## src/rtl/sl2_arbiter_if.sv

```systemverilog
// Bus bundle for sl2_arbiter: two request channels, the shared SL2
// operand/result pair, the response channel and the busy flag.
// The arbiter takes the slave modport; its environment takes the master modport.
interface sl2_arbiter_if #(
    parameter int IN_W  = 16,
    parameter int OUT_W = IN_W + 2
);
    logic             req0_valid;
    logic [IN_W-1:0]  req0_data;
    logic             req0_ready;
    logic             req1_valid;
    logic [IN_W-1:0]  req1_data;
    logic             req1_ready;
    logic [IN_W-1:0]  sl2_a;
    logic [OUT_W-1:0] sl2_s;
    logic             rsp_valid;
    logic [OUT_W-1:0] rsp_data;
    logic             rsp_id;
    logic             rsp_ready;
    logic             busy;

    // Arbiter side
    modport slave (
        input  req0_valid, req0_data, req1_valid, req1_data, sl2_s, rsp_ready,
        output req0_ready, req1_ready, sl2_a, rsp_valid, rsp_data, rsp_id, busy
    );

    // Requesters, shared SL2 and response consumer side
    modport master (
        output req0_valid, req0_data, req1_valid, req1_data, sl2_s, rsp_ready,
        input  req0_ready, req1_ready, sl2_a, rsp_valid, rsp_data, rsp_id, busy
    );
endinterface

```

## src/rtl/sl2_arbiter.sv

```systemverilog
// sl2_arbiter: shares one external shift-left-2 unit between two requesters.
// Round-robin grant in IDLE, one settle cycle in ISSUE while the shared SL2
// evaluates the held operand, then the registered result waits in RESP until
// the consumer takes it.
module sl2_arbiter #(
    parameter int IN_W  = 16,
    parameter int OUT_W = IN_W + 2
) (
    input  logic          clk,
    input  logic          reset,
    sl2_arbiter_if.slave  bus
);

    localparam logic [1:0] IDLE  = 2'd0;
    localparam logic [1:0] ISSUE = 2'd1;
    localparam logic [1:0] RESP  = 2'd2;

    logic [1:0]       state;
    logic             rr_ptr;
    logic             id_reg;
    logic [IN_W-1:0]  sl2_a_q;
    logic             rsp_valid_q;
    logic [OUT_W-1:0] rsp_data_q;
    logic             rsp_id_q;
    logic             grant0;
    logic             grant1;

    // Grant selection: a lone requester always wins, a tie goes to rr_ptr
    always_comb begin
        // NOTE: every output of this block gets a default first so no path leaves it unassigned, which would infer a latch.
        grant0 = 1'b0;
        grant1 = 1'b0;
        if (state == IDLE) begin
            if (bus.req0_valid && (!bus.req1_valid || !rr_ptr)) begin
                grant0 = 1'b1;
            end else if (bus.req1_valid) begin
                grant1 = 1'b1;
            end
        end
    end

    // Control FSM plus operand, ID and result registers
    always_ff @(posedge clk or negedge reset) begin
        if (!reset) begin
            state       <= IDLE;
            rr_ptr      <= 1'b0;
            id_reg      <= 1'b0;
            sl2_a_q     <= '0;
            rsp_valid_q <= 1'b0;
            rsp_data_q  <= '0;
            rsp_id_q    <= 1'b0;
        end else begin
            // NOTE: non-blocking assignments so every register samples pre-edge values regardless of statement order.
            case (state)
                IDLE: begin
                    if (grant0) begin
                        sl2_a_q <= bus.req0_data;
                        id_reg  <= 1'b0;
                        rr_ptr  <= 1'b1;
                        state   <= ISSUE;
                    end else if (grant1) begin
                        sl2_a_q <= bus.req1_data;
                        id_reg  <= 1'b1;
                        rr_ptr  <= 1'b0;
                        state   <= ISSUE;
                    end
                end
                ISSUE: begin
                    rsp_data_q  <= bus.sl2_s;
                    rsp_id_q    <= id_reg;
                    rsp_valid_q <= 1'b1;
                    state       <= RESP;
                end
                RESP: begin
                    if (bus.rsp_ready) begin
                        rsp_valid_q <= 1'b0;
                        state       <= IDLE;
                    end
                end
                default: begin
                    state <= IDLE;
                end
            endcase
        end
    end

    assign bus.req0_ready = grant0;
    assign bus.req1_ready = grant1;
    assign bus.sl2_a      = sl2_a_q;
    assign bus.rsp_valid  = rsp_valid_q;
    assign bus.rsp_data   = rsp_data_q;
    assign bus.rsp_id     = rsp_id_q;
    assign bus.busy       = (state != IDLE);

endmodule
```

## src/flat_wrapper.sv

```systemverilog
// flat-port wrapper written by rule: the top's interface ports become plain ports
module sl2_arbiter_flat 
#(
    parameter int IN_W  = 16,
    parameter int OUT_W = IN_W + 2
)
  (clk, reset, bus_req0_valid, bus_req0_data, bus_req1_valid, bus_req1_data, bus_sl2_s, bus_rsp_ready, bus_req0_ready, bus_req1_ready, bus_sl2_a, bus_rsp_valid, bus_rsp_data, bus_rsp_id, bus_busy);
  sl2_arbiter_if #(.IN_W(IN_W), .OUT_W(OUT_W)) bus_i ();
  input  logic clk;
  input  logic reset;
  input wire logic [$bits(bus_i.req0_valid)-1:0] bus_req0_valid;
  input wire logic [$bits(bus_i.req0_data)-1:0] bus_req0_data;
  input wire logic [$bits(bus_i.req1_valid)-1:0] bus_req1_valid;
  input wire logic [$bits(bus_i.req1_data)-1:0] bus_req1_data;
  input wire logic [$bits(bus_i.sl2_s)-1:0] bus_sl2_s;
  input wire logic [$bits(bus_i.rsp_ready)-1:0] bus_rsp_ready;
  output wire logic [$bits(bus_i.req0_ready)-1:0] bus_req0_ready;
  output wire logic [$bits(bus_i.req1_ready)-1:0] bus_req1_ready;
  output wire logic [$bits(bus_i.sl2_a)-1:0] bus_sl2_a;
  output wire logic [$bits(bus_i.rsp_valid)-1:0] bus_rsp_valid;
  output wire logic [$bits(bus_i.rsp_data)-1:0] bus_rsp_data;
  output wire logic [$bits(bus_i.rsp_id)-1:0] bus_rsp_id;
  output wire logic [$bits(bus_i.busy)-1:0] bus_busy;
  assign bus_i.req0_valid = bus_req0_valid;
  assign bus_i.req0_data = bus_req0_data;
  assign bus_i.req1_valid = bus_req1_valid;
  assign bus_i.req1_data = bus_req1_data;
  assign bus_i.sl2_s = bus_sl2_s;
  assign bus_i.rsp_ready = bus_rsp_ready;
  assign bus_req0_ready = bus_i.req0_ready;
  assign bus_req1_ready = bus_i.req1_ready;
  assign bus_sl2_a = bus_i.sl2_a;
  assign bus_rsp_valid = bus_i.rsp_valid;
  assign bus_rsp_data = bus_i.rsp_data;
  assign bus_rsp_id = bus_i.rsp_id;
  assign bus_busy = bus_i.busy;
  sl2_arbiter #(.IN_W(IN_W), .OUT_W(OUT_W)) u_core (.clk(clk), .reset(reset), .bus(bus_i));
endmodule
```

## config.mk

```make
export PLATFORM = sky130hd
export DESIGN_NAME = sl2_arbiter_flat
export DESIGN_NICKNAME = d
export VERILOG_FILES = /design/src/rtl/sl2_arbiter_if.sv /design/src/rtl/sl2_arbiter.sv /design/src/flat_wrapper.sv
export SDC_FILE = /design/constraint.sdc
export NUM_CORES = 1
export LEC_CHECK = 0
export ABC_AREA = 1
export CAP_MARGIN = 10
export CORE_MARGIN = 10
export CORE_UTILIZATION = 25
export CTS_CLUSTER_DIAMETER = 60
export DETAILED_ROUTE_END_ITERATION = 7
export PLACE_DENSITY = 0.52
export SLEW_MARGIN = 25
export SYNTH_ARGS = -nofsm -noshare
export SYNTH_HDL_FRONTEND = slang
export SYNTH_SLANG_ARGS = --single-unit
```

## constraint.sdc

```tcl
create_clock -name clk -period 3.8 [get_ports clk]
set_clock_uncertainty 0.2 [all_clocks]
set_input_delay 1.14 -clock clk [delete_from_list [all_inputs] [get_ports clk]]
set_output_delay 1.14 -clock clk [all_outputs]
set_load 0.01 [all_outputs]
```

==> impl_metrics.tcl <==
set metrics [dict create \
    outcome "finished, final reports clean" \
    n_antenna_cell 0 \
    rsz0062_at_grt "false" \
    grt_pass1_wl_um 9560 \
    syn-instance-count 225 \
    initial_utilization_pct 25.5 \
    drt_first_pass_iters 4 \
    grt_use_total_pct 10.5 \
    ys.flop_type "dfrtp_1" \
    synthTopCellsByCount "nand2_1, dfrtp_1, nand4_1" \
    setup_viol 0 \
    fp-row-count 31 \
    die_h_um 106 \
    dp_hpwl_um 4320 \
    h-tree-depth 2 \
    ctsHoldBuffers 0 \
    end_kind "output pin" \
    wl_per_cell_um 13.6 \
    fin_util_pct 41.4 \
    largest_reg_flops 18 \
    stdcell_count 424 \
    area.growth.synth_to_final_pct 62.1 \
    arrival_ps 2190 \
    post_dp_cell_area_um2 2900 \
    final-max-slew-violation-count 0 \
    cts-root-buf "clkbuf_8" \
    ys_seq_area_share_pct 54.3 \
    design_area_um2 2990 \
    die_w_um 106 \
    p_sw_uw 854 \
    multiInputGateArea_um2 736 \
    synth_fp_nets 280 \
    grt_pass1_vias 1792 \
    dp.cells 416 \
    drive_gt1_share_pct 10.5 \
    clockBufferDepth 2 \
    intPower_uw 1350 \
    vias 1725 \
    io_buffers 93 \
    path_class "in -> out" \
    synth_area_leaders "dfrtp_1, nand2_1, nand4_1, nand2_2, buf_2" \
    yosys.area.top_type "dfrtp_1" \
    fmax_ghz 0.283 \
    vias_per_cell 4.07 \
    globalplace.congestion 0.700 \
    numCtsBuffers 5 \
    power.density_nw_per_um2 737 \
    ir_worst_vdd_v 0.000264 \
    p_leak_uw 0.00147 \
    switching_share_pct 38.8 \
    critPathMaxStageDelay_ps 540 \
    worstMarginPinSlew_ps 645 \
    dieArea_um2 11200 \
    finalWirelength_um 5770 \
    hold_viol 0 \
    place_ws_ps -14.7 \
    synth-edff-count 0 \
    hold_path_class "reg -> reg" \
    start_kind "input pin" \
    ios 94 \
    fin_ws_ps 268 \
    relSlewSlack_pct 57.0 \
    fin_crit_sh_pct 93.0 \
    ys_seq_elements 40 \
    p_clk_share_pct 13.2 \
    clock_sinks 40 \
    seqPwrFrac_pct 33.9 \
    critPathMaxFanout 3 \
    ant_nets 0 \
    cts_resized 2 \
    power_frac_comb_pct 52.9 \
    core_area_um2 7210 \
    clock_latency_ps 280 \
    power_uw 2200 \
    slowest_stage "clkdlybuf4s50_1" \
    yosysUniqueCellTypes 18 \
    path_buf_inv 2 \
    synth_top_area_share_pct 54.3 \
    seqCellArea_um2 1000 \
    grt_max_degree 41 \
    ys_async_sr_fraction_pct 100 \
    synth_area_um2 1840 \
    synth.most_common_cell "nand2_1" \
    maxCapViolCount 0 \
    first_iter_violations 53 \
    crit_path_cell_trace "clkdlybuf4s50_1, nand2_1, a21oi_1, dlygate4sd2_1" \
    route.detailed.drc 0 \
    antenna_found_initial 0 \
    crit_required_ps 2460 \
    nFillCells 782 \
    critPathTopFamily "buffers and inverters" \
    period_minus_slack_ps 3530 \
    fin_nets 379 \
    avgSynthCellArea_um2 8.19 \
    cts_tree "yes" \
    yosysWarnings 0 \
    post_cts_buffers 0 \
    path_clk_slew_ps 80 \
    grt_overflow 0 \
]
[metrics by stage]
stage | setup TNS (ps) | hold WS (ps)
2_1_floorplan | 0 | 277
3_3_place_gp | -26.1 | 253
3_5_place_dp | -26.5 | 257
4_1_cts | 0 | 278
5_1_grt | 0 | 295
6_report | 0 | 270
[placed cells by master, fill, tap and decap left out]
master           synthesis  layout
o21ai_4                  1       1
inv_1                    6       6
inv_2                    1       1
clkbuf_8                 0       6
o21ai_0                  3       3
nor2_1                   1       1
nand2_4                  1       1
a21oi_1                  1       1
clkinv_2                 0       2
dfrtp_1                 40      40
a21oi_2                  1       1
nand3_4                  1       1
buf_4                    3      12
dlygate4sd2_1            0       2
nand4_1                 16      16
nand2_1                131     131
nand3_1                  1       1
clkdlybuf4s50_1          0      90
nor2_4                   1       1
nand2_2                  8       8
[power groups by stage]
stage,logic [µW],clock network (µW),registers (µW)
after global placement,1200,0,751
final,1170,291,746
after detailed placement,1210,0,755
after floorplan,506,0,840
after CTS,1210,309,749
after global routing,1310,329,780
[layout make-up]
type | instances | share of cell area (%)
clock inverter | 2 | 0.335
clock buffer | 6 | 2.76
multi-input combinational | 166 | 24.6
inverter | 7 | 0.879
tap | 99 | 4.15
timing repair buffer | 104 | 33.8
sequential | 40 | 33.5
[final timing paths]
check	from	endpoint	slack, ps	cells past startpoint
min in group asynchronous	reset	u_core.bus.rsp_data[1]	630	1
worst min-delay path	u_core.bus.rsp_data[0]	u_core.bus.rsp_data[0]	270	2
max in group asynchronous	reset	u_core.bus.rsp_id	2410	1
worst min register to register	u_core.bus.rsp_data[0]	u_core.bus.rsp_data[0]	270	2
worst max-delay path	bus_req1_valid	bus_req1_ready	270	4
worst max register to register	u_core.state[1]	u_core.bus.sl2_a[15]	2110	6
[metal layers]
metal | share of wire, % | GRT usage (%) | up-vias
met2 | 47 | 17.1 | 52
met3 | 7.9 | 4.69 | 4
met4 | 0.74 | 2.61 | 0
li1 | - | - | 903
met5 | 0 | 0 | -
met1 | 44 | 12.3 | 766
[worst register-to-register path: cells and delay by family, from the launching register on]
kind	cells	cell delay (ps)
buffers and inverters	2	510
AND/OR/NAND/NOR	3	420
flip-flops	1	430
AO/OA/AOI/OAI	1	80
[logic make-up (layout without fill, tap and decap cells)]
kind of cell,after synthesis,count (layout),synth area share [%]
AND/OR/NAND/NOR,160,160,37.5
flip-flops,40,40,54.3
buffers and inverters,19,119,5.77
AO/OA/AOI/OAI,6,6,2.44
No activity file was read; power rests on OpenSTA's default activity.
==> RTL change: new RTL, same flow settings <==
`IN_W` is set to 16 in 3 places; all go to 32.
--- a/src/rtl/sl2_arbiter_if.sv
+++ b/src/rtl/sl2_arbiter_if.sv
@@ -2,7 +2,7 @@
 // operand/result pair, the response channel and the busy flag.
 // The arbiter takes the slave modport; its environment takes the master modport.
 interface sl2_arbiter_if #(
-    parameter int IN_W  = 16,
+    parameter int IN_W  = 32,
     parameter int OUT_W = IN_W + 2
 );
     logic             req0_valid;
--- a/src/rtl/sl2_arbiter.sv
+++ b/src/rtl/sl2_arbiter.sv
@@ -3,7 +3,7 @@
 // evaluates the held operand, then the registered result waits in RESP until
 // the consumer takes it.
 module sl2_arbiter #(
-    parameter int IN_W  = 16,
+    parameter int IN_W  = 32,
     parameter int OUT_W = IN_W + 2
 ) (
     input  logic          clk,
--- a/src/flat_wrapper.sv
+++ b/src/flat_wrapper.sv
@@ -1,7 +1,7 @@
 // flat-port wrapper written by rule: the top's interface ports become plain ports
 module sl2_arbiter_flat 
 #(
-    parameter int IN_W  = 16,
+    parameter int IN_W  = 32,
     parameter int OUT_W = IN_W + 2
 )
   (clk, reset, bus_req0_valid, bus_req0_data, bus_req1_valid, bus_req1_data, bus_sl2_s, bus_rsp_ready, bus_req0_ready, bus_req1_ready, bus_sl2_a, bus_rsp_valid, bus_rsp_data, bus_rsp_id, bus_busy);
Ports: changed (5 resized); port bits go from 94 to 174. No check against the original RTL was run, so the function may have changed too.
==> RTL change against the original RTL <==
Routed wire length up 120%. Count of clock-buffer cells in the layout increased by 4. Via count grew 110%. Sequential share of layout area is 1.6 points lower. Area after synthesis is 90% higher. Core utilization down 0.62 points. Fmax is 3.7% lower. Cell area is 89% higher. Sequential cell count is 32 higher. Power up 100%. Global-route usage increased by 2.2 points. Sequential power increased by 85%. Setup slack got worse by 0.14 ns.
==> RTL change: results <==
{
  "grt_pass1_wl_um": 20100,
  "numPlacedInstances": 786,
  "floorplan.die.width_um": 138,
  "fin_nets": 720,
  "seqCellArea_mm2": 0.00180,
  "post_synth_inst_count": 456,
  "gr-usage-met3_pct": 6.78,
  "vias": 3556,
  "wl_um": 12500,
  "clock_area_share_pct": 5.12,
  "fillerInstances": 1418,
  "worstPathArrival_ns": 2.33,
  "worst_r2r_startpoint": "u_core.state[0]",
  "placement.io_buffers": 173,
  "yosys-top-cells-area": "dfrtp_1 (51%), nand2_1 (22%), nand3_1 (9.3%), nand4_1 (5.7%), inv_1 (4.1%)",
  "synth.net_count": 559,
  "wl_met2_um": 4780,
  "seq_area_frac_synth_pct": 51.4,
  "drt-initial-drc-count": 193,
  "postLayoutCoreUtil_pct": 40.8,
  "worstSetupStartpoint": "bus_req0_valid",
  "cts_sinks": 72,
  "signal_buffer_area_fraction_pct": 32.1,
  "layout.cells.non_filler": 802,
  "tightestPinTransition_ns": 0.665,
  "grt_start_max_net_pins": 73,
  "worst_path_largest_cell_delay_ns": 0.56,
  "vias_in_the_first_global_route": 3544,
  "num-clock-buffers": 10,
  "hold_start": "u_core.bus.rsp_data[27]",
  "status": "finished clean",
  "clock_insertion_delay_worst_skew_ns": 0.33,
  "comb.multi_input.count": 311,
  "vdd_drop_max_mv": 0.272,
  "post_route_cells_drive_above_1_share_pct": 5.31,
  "final.signal_inverter_count": 39,
  "grt_use_total_pct": 12.7,
  "synth.top_cells.by_count": "nand2_1 (205), dfrtp_1 (72), nand3_1 (65)",
  "cts_buffers": 9,
  "reg2reg_depth": 5,
  "crit_path_max_fanout": 4,
  "min_to": "u_core.bus.rsp_data[27]",
  "worst_flop_to_flop_path_endpoint": "u_core.state[1]",
  "hold_ws_ns": 0.266,
  "reg2reg_slack_ns": 1.89,
  "detailed_place_hpwl_um": 9130,
  "clockRootBuffer": "clkbuf_16"
}
-- RTL change: cell types whose count changed in the layout (fill, tap and decap cells not counted), moves of 2 or more --
cell,delta
clkdlybuf4s50_1,+80
nand2_1,+74
nand3_1,+64
dfrtp_1,+32
inv_1,+32
nand4_1,+16
clkbuf_16,+9
nand2_2,-7
clkbuf_8,-6
clkinvlp_4,+2
-- RTL change: kinds of logic after synthesis --
kind of cell,share of synthesized area [%]
flip-flops,51.4
AND/OR/NAND/NOR,38.3
buffers and inverters,9.74
AO/OA/AOI/OAI,0.570
-- RTL change: power breakdown --
| group | leakage [nW] | internal [mW] | switching, mW |
|---|---|---|---|
| clock | 0.138 | 0.505 | 0.321 |
| combinational | 1.80 | 1.05 | 1.16 |
| sequential | 0.867 | 1.16 | 0.218 |
| total | 2.80 | 2.72 | 1.70 |
-- RTL change: tightest hold or removal path, stage by stage, from the launching register on --
cell     delay [ns]
dfrtp_1        0.34
nand2_1        0.05
nand2_1        0.05
